## src/rtl/cam_pkg.sv

```systemverilog
// Shared constants and capture FSM state type for the camera frame-buffer path.
// FRAME_PIXELS is also used by the frame RAM and the read-side display block.
package cam_pkg;

    localparam int unsigned CAM_AW       = 17;
    localparam int unsigned CAM_DW       = 16;
    localparam int unsigned CAM_IMG_W    = 160;
    localparam int unsigned CAM_IMG_H    = 120;
    localparam int unsigned FRAME_PIXELS = CAM_IMG_W * CAM_IMG_H;

    typedef enum logic [1:0] {
        WAIT_FRAME = 2'd0,
        BYTE_HI    = 2'd1,
        BYTE_LO    = 2'd2
    } cap_state_t;

endpackage

```

## src/rtl/cam_sync.sv

```systemverilog
// Two-flop synchroniser for a bus of asynchronous signals, with toggle detect on the low EDGE_W bits.
// Every bit passes through the same stage count, so data stays aligned with its strobe.
module cam_sync #(
    parameter int unsigned W      = 11,
    parameter int unsigned EDGE_W = 3
) (
    input  logic              clk,
    input  logic              rst,
    input  logic [W-1:0]      i_d,
    output logic [W-1:0]      o_sync,
    output logic [EDGE_W-1:0] o_edge
);

    logic [W-1:0]      r_s1;
    logic [W-1:0]      r_s2;
    logic [EDGE_W-1:0] r_s3;

    always_ff @(posedge clk or posedge rst) begin
        if (rst) begin
            r_s1 <= '0;
            r_s2 <= '0;
            r_s3 <= '0;
        end else begin
            r_s1 <= i_d;
            r_s2 <= r_s1;
            r_s3 <= r_s2[EDGE_W-1:0];
        end
    end

    // Combine with o_sync to recover direction: rise = edge & sync, fall = edge & ~sync.
    assign o_sync = r_s2;
    assign o_edge = r_s2[EDGE_W-1:0] ^ r_s3;

endmodule

```

## src/rtl/cam_capture.sv

```systemverilog
// OV7670-style capture: samples the camera bus in the clk domain, packs byte pairs into RGB565
// and drives the frame RAM write port with one linear address per pixel.
module cam_capture
    import cam_pkg::*;
#(
    parameter int unsigned AW    = CAM_AW,
    parameter int unsigned DW    = CAM_DW,
    parameter int unsigned IMG_W = CAM_IMG_W,
    parameter int unsigned IMG_H = CAM_IMG_H
) (
    input  logic          clk,
    input  logic          rst,
    input  logic          cam_pclk,
    input  logic          cam_href,
    input  logic          cam_vsync,
    input  logic [7:0]    cam_data,
    output logic [AW-1:0] addr_in,
    output logic [DW-1:0] data_in,
    output logic          regwrite,
    output logic          frame_done,
    output logic          overflow
);

    localparam logic [AW-1:0] LIMIT = AW'(IMG_W * IMG_H);

    logic [10:0] w_bus_in;
    logic [10:0] w_sync;
    logic [2:0]  w_edge;
    logic        w_pclk_rise;
    logic        w_href;
    logic        w_href_fall;
    logic        w_vs_rise;
    logic        w_vs_fall;
    logic [7:0]  w_byte;

    assign w_bus_in = {cam_data, cam_vsync, cam_href, cam_pclk};

    cam_sync #(
        .W      (11),
        .EDGE_W (3)
    ) u_sync (
        .clk    (clk),
        .rst    (rst),
        .i_d    (w_bus_in),
        .o_sync (w_sync),
        .o_edge (w_edge)
    );

    assign w_pclk_rise = w_edge[0] &  w_sync[0];
    assign w_href      = w_sync[1];
    assign w_href_fall = w_edge[1] & ~w_sync[1];
    assign w_vs_rise   = w_edge[2] &  w_sync[2];
    assign w_vs_fall   = w_edge[2] & ~w_sync[2];
    assign w_byte      = w_sync[10:3];

    cap_state_t    r_state;
    logic [AW-1:0] r_addr;
    logic [DW-1:0] r_data;
    logic [7:0]    r_pix_hi;
    logic          r_regwrite;
    logic          r_frame_done;
    logic          r_overflow;

    always_ff @(posedge clk or posedge rst) begin
        if (rst) begin
            r_state      <= WAIT_FRAME;
            r_addr       <= '0;
            r_data       <= '0;
            r_pix_hi     <= '0;
            r_regwrite   <= 1'b0;
            r_frame_done <= 1'b0;
            r_overflow   <= 1'b0;
        end else begin
            r_regwrite   <= 1'b0;
            r_frame_done <= 1'b0;
            // Address advances the cycle after each write, so the write cycle shows the used address.
            if (r_regwrite)
                r_addr <= r_addr + AW'(1);

            if (r_state != WAIT_FRAME && w_vs_rise) begin
                r_state      <= WAIT_FRAME;
                r_frame_done <= 1'b1;
            end else begin
                case (r_state)
                    WAIT_FRAME: begin
                        if (w_vs_fall) begin
                            r_state    <= BYTE_HI;
                            r_addr     <= '0;
                            r_overflow <= 1'b0;
                        end
                    end
                    BYTE_HI: begin
                        if (w_pclk_rise && w_href) begin
                            r_pix_hi <= w_byte;
                            r_state  <= BYTE_LO;
                        end
                    end
                    BYTE_LO: begin
                        if (w_href_fall || (w_pclk_rise && !w_href)) begin
                            r_state <= BYTE_HI;
                        end else if (w_pclk_rise) begin
                            r_state <= BYTE_HI;
                            if (r_addr == LIMIT) begin
                                r_overflow <= 1'b1;
                            end else begin
                                r_data     <= DW'({r_pix_hi, w_byte});
                                r_regwrite <= 1'b1;
                            end
                        end
                    end
                    default: r_state <= WAIT_FRAME;
                endcase
            end
        end
    end

    assign addr_in    = r_addr;
    assign data_in    = r_data;
    assign regwrite   = r_regwrite;
    assign frame_done = r_frame_done;
    assign overflow   = r_overflow;

endmodule
```

## config.mk

```make
export PLATFORM = sky130hd
export DESIGN_NAME = cam_capture
export DESIGN_NICKNAME = d
export VERILOG_FILES = /design/src/rtl/cam_pkg.sv /design/src/rtl/cam_sync.sv /design/src/rtl/cam_capture.sv
export SDC_FILE = /design/constraint.sdc
export NUM_CORES = 1
export LEC_CHECK = 0
export ABC_AREA = 0
export BUFFER_PORTS_ARGS = -buffer_cell sky130_fd_sc_hd__buf_2
export CAP_MARGIN = 20
export CORE_MARGIN = 2
export CORE_UTILIZATION = 54
export DETAILED_ROUTE_END_ITERATION = 10
export HOLD_SLACK_MARGIN = 0.05
export PLACE_DENSITY = 0.79
export SLEW_MARGIN = 20
export SYNTH_ARGS = -nofsm -noshare
export SYNTH_HDL_FRONTEND = slang
export SYNTH_SLANG_ARGS = --single-unit
```

## constraint.sdc

```tcl
create_clock -name clk -period 2.86 [get_ports clk]
set_clock_uncertainty 0.15 [all_clocks]
set_input_delay 0.429 -clock clk [delete_from_list [all_inputs] [get_ports clk]]
set_output_delay 0.429 -clock clk [all_outputs]
set_load 0.1 [all_outputs]
```

**After elaboration in Yosys (flattened, before gate mapping)**

Index checks and enable logic that the tools add are counted.
Widths: inputs -> output; s select.

- Register bits after elaboration: 71
- Bits of input ports: 13
- Output and inout bits: 36
- Word-level logic and storage cells: 64

- $add $sub $neg: 1
- Equality and inequality tests: 10
- Mux-type cells: 21
- Bitwise operators: 10
- Reductions and logical operators: 12

Operators by type and width:

| cell | number |
|---|---|
| $mux 17 | 4 |
| $add 17x1->17 const B | 1 |
| $eq 17x15->1 const B | 1 |
| $mux 1 | 10 |
| $mux 2 | 5 |
| $ne 2x2->1 const B | 4 |
| $ne 3x3->1 const B | 2 |
| $pmux 2 s3 | 1 |
| $reduce_and 3->1 | 2 |
| $reduce_and 6->1 | 1 |
| $not 1->1 | 5 |
| $reduce_and 5->1 | 1 |
| $and 1x1->1 | 4 |
| $ne 4x4->1 const B | 1 |
| $reduce_bool 2->1 | 2 |
| $logic_and 1x1->1 | 3 |
| $xor 3x3->3 | 1 |
| $eq 2x1->1 const B | 1 |
| $eq 2x2->1 const B | 1 |
| $logic_not 2->1 | 1 |
| $pmux 1 s2 | 1 |
| $logic_not 1->1 | 1 |
| $logic_or 1x1->1 | 1 |

**Depth between registers and ports, before layout**

- Depth after elaboration: 7
- Gate-level depth with buffers: 7
- Depth with buffers taken out: 6

**Hierarchy**

A second synthesis with hierarchy kept.

- Cells, all modules: 198
- Area total of the unflattened synthesis: 2,725.1 um^2

By module, submodules not included:

| module | times used | cells each | area an instance (um^2) | seq. area each (um^2) |
|---|---|---|---|---|
| cam_capture | 1 | 169 | 2,069.5 | 1,151.1 |
| cam_sync | 1 | 29 | 655.6 | 625.6 |

**Worst setup path before layout**

Ideal clock, no wire load.

- Path kind: register to register
- Start point: register r_addr[0] (netlist: addr_in[0])
- End point: register r_addr[16] (netlist: addr_in[16])
- Library setup time: 78 ps
- Arrival: 2,428 ps
- Data required time: 2,632 ps
- Path slack: 204 ps
- Cell stages (with the launch flop): 6
- Buffers on the path: 0
- Clock period less this slack: 2,656 ps
- Path through: dfrtp_1 ha_1 and3_4 or4b_4 or3_1 a21oi_1

- Longest elaborated chain between the ends: 5

RTL lines:

| element | RTL line | text |
|---|---|---|
| start: declaration | cam_capture.sv:57 | `logic [AW-1:0] r_addr;` |
| start signal: assignment | cam_capture.sv:78 | `r_addr <= r_addr + AW'(1);` |
| $add 17x1->17 (*) | cam_capture.sv:78 |  |
| $mux 17 (*) | cam_capture.sv:77 | `if (r_regwrite)` |
| $mux 17 | cam_capture.sv:86 | `if (w_vs_fall) begin` |
| $mux 17 | cam_capture.sv:84 | `case (r_state)` |
| $mux 17 (*) | cam_capture.sv:80 | `if (r_state != WAIT_FRAME && w_vs_rise) begin` |

Mark *: on every way between the ends. The rest lies on a longest branch, timed or not.
A chain may end at the register's enable or synchronous reset.

**Worst setup path in the final report**

Same ends and word-level chain as after synthesis.

==> flow_metrics.tcl <==
set metrics [dict create \
    firstDrtPassIters 4 \
    cts.path.max_buffers 2 \
    synth_area_leaders "dfrtp_1 66%, mux2_2 10%, xor2_1 2.0%, nor2_1 1.8%, or3_1 1.4%" \
    rsz0062_at_grt "false" \
    antenna_left 0 \
    rows 25 \
    post-route-util_pct 70.53 \
    io_buffer_count 48 \
    timing.hold.ws_ps 196.4 \
    grt_max_degree 34 \
    die_h_um 74.35 \
    required_ps 2980 \
    fmax_mhz 488.5 \
    ctsResizeCount 0 \
    post-place-ws_ps 823.4 \
    yosysTopAreaCell "dfrtp_1" \
    tritoncts.num_buffers 9 \
    synth_edf_count 0 \
    cts.sinks 71 \
    antenna_cells 0 \
    ys_warn_count 0 \
    first_global_vias 1657 \
    static-leakage-power_nw 1.686 \
    grt_overflow 0 \
    setup_viol 0 \
    period_needed_ps 2047 \
    drcViolationCount 0 \
    placed_cell_area_sq_mm 0.003024 \
    syn_avg_cell_area_sq_um 13.99 \
    avgRoutedWirePerCell_um 13.46 \
    area_growth_pct 25.47 \
    start_util_pct 56.21 \
    cts_tree "built" \
    clk_pin_slew_ps 70 \
    netlist.area_leader.share_pct 66.48 \
    die-area_sq_mm 0.005528 \
    min_period_over_period_pct 71.58 \
    layout.cells.non_filler 336 \
    htreeDepth 3 \
    antenna_found_initial 0 \
    grt_pass1_wl_mm 7.493 \
    postSynthCellCount 191 \
    relSlewSlack_pct 58.36 \
    finalPower_mw 2.333 \
    cp-start-kind "register" \
    hold_class "reg2reg" \
    nNetsFinal 279 \
    finalMaxSlewViolations 0 \
    path_class "reg2reg" \
    finalHoldViolations 0 \
    fin_ws_ps 813.0 \
    die_w_um 74.35 \
    tightest_slew_ps 621.9 \
    endpoint_kind "register" \
    yosysSeqAreaShare_pct 66.48 \
    synth_ff_type "dfrtp_1" \
    peakVddDrop_mv 0.5389 \
    final_layout_size_suffix_gt1_share_pct 36.43 \
    fillers 357 \
    num_io_pins 49 \
    cap_violations 0 \
    status "complete, no violations" \
    core_region_area_sq_mm 0.004755 \
    drt_iter0_drc 65 \
    synth_area_sq_mm 0.002673 \
    async_reset_ff_share_pct 100.0 \
    vias 1702 \
    grt_usage_pct 18.61 \
    synth_seq_cells 71 \
    routed_wl_mm 4.523 \
    synth.distinct_cells 37 \
    hpwl_mm 2.944 \
    dp.cells 308 \
    cts-root-buf "clkbuf_8" \
    gp_congestion 0.8423 \
    crit_fanout 5 \
    finish.instance_area_sq_mm 0.003353 \
    fin_tns_setup_ps 0 \
    syn-num-nets 206 \
    viasPerCell 5.065 \
    arrival_ps 2160 \
    clkLatencyLatePin_ps 340 \
    powerDensity_mw_per_mm2 695.8 \
    cts_setup_buffers 0 \
]
==> worst max-delay path: stages, from the launching register on <==
cell,delay (ps)
dfrtp_1,440
ha_1,200
and3_4,210
or4b_4,490
or3_1,360
a21oi_1,130
==> sequential cells by signal, indices dropped and copies added (netlist names) <==
name	flops
addr_in	17
data_in	16
u_sync.o_sync	11
u_sync.r_s1	11
r_pix_hi	8
u_sync.r_s3	3
r_state	2
frame_done	1
overflow	1
regwrite	1
==> layer usage <==
layer	vias to the layer above	GRT usage (%)	part of all wire (%)
li1	809	-	-
met1	846	23.56	46
met4	0	11.31	2.7
met5	-	0	0
met2	36	28.87	48
met3	11	5.014	3.8
==> cell usage in the layout, fill, tap and decap left out, types with 7 or more instances in the layout <==
| master | n |
|---|---|
| dfrtp_1 | 71 |
| buf_2 | 48 |
| dlygate4sd3_1 | 12 |
| clkbuf_8 | 12 |
| mux2_2 | 24 |
| nand2_1 | 8 |
| inv_1 | 7 |
| nor2_1 | 13 |
==> final timing paths <==
check | start | end | slack, ps | cells past startpoint
worst max-delay path | addr_in[0] | addr_in[16] | 810 | 5
worst min-delay path | u_sync.r_s1[3] | u_sync.o_sync[3] | 200 | 0
worst max register to register | addr_in[0] | addr_in[16] | 810 | 5
worst min register to register | u_sync.r_s1[3] | u_sync.o_sync[3] | 200 | 0
max in group asynchronous | rst | r_pix_hi[6] | 1440 | 4
min in group asynchronous | rst | overflow | 520 | 3
==> report_power, final <==
| part | leakage [nW] | total [mW] | switching, mW | internal [mW] |
|---|---|---|---|---|
| sequential | 0.916 | 1.15 | 0.0511 | 1.10 |
| combinational | 0.661 | 0.360 | 0.253 | 0.107 |
| clock | 0.109 | 0.820 | 0.348 | 0.472 |
| total | 1.69 | 2.33 | 0.653 | 1.68 |
==> cells in the mapped netlist (2+ instances only) <==
library cell / n
dfrtp_1: 71
mux2_2: 24
nor2_1: 13
inv_1: 8
nand2_1: 8
a21oi_1: 6
o21ai_0: 6
or3_1: 6
xor2_1: 6
nand4_1: 4
xnor2_1: 4
nand3_1: 3
nor2b_1: 3
ha_1: 2
nand3b_1: 2
nand4_2: 2
nor3_1: 2
nor4bb_1: 2
==> layout make-up <==
class | instances | area (sq um) | area share (%)
multi-input combinational | 110 | 850.8 | 25.37
inverter | 8 | 30.03 | 0.8955
clock inverter | 3 | 40.04 | 1.194
timing repair buffer | 64 | 402.9 | 12.01
tap | 67 | 83.83 | 2.500
sequential | 71 | 1777 | 52.98
clock buffer | 13 | 168.9 | 5.037
==> cells by family (layout without fill, tap and decap cells) <==
| group | count (synthesis) | count (layout) | synth area share (%) |
|---|---|---|---|
| muxes | 25 | 25 | 10.49 |
| xor gates and xnor gates | 10 | 10 | 3.277 |
| DFF | 71 | 71 | 66.48 |
| AOI/OAI and AO/OA | 17 | 17 | 3.652 |
| adders and majority gates | 2 | 2 | 0.9362 |
| buffers and inverters | 10 | 88 | 1.685 |
| and+or+nand+nor | 56 | 56 | 13.48 |
==> what timing repair did <==
action | in CTS | in global routing
endpoints found under the setup margin | 0 | 0
endpoints found under the hold margin | 34 | 0
hold buffers | 12 | 0
Note: power is estimated with default switching activity, not from simulation.
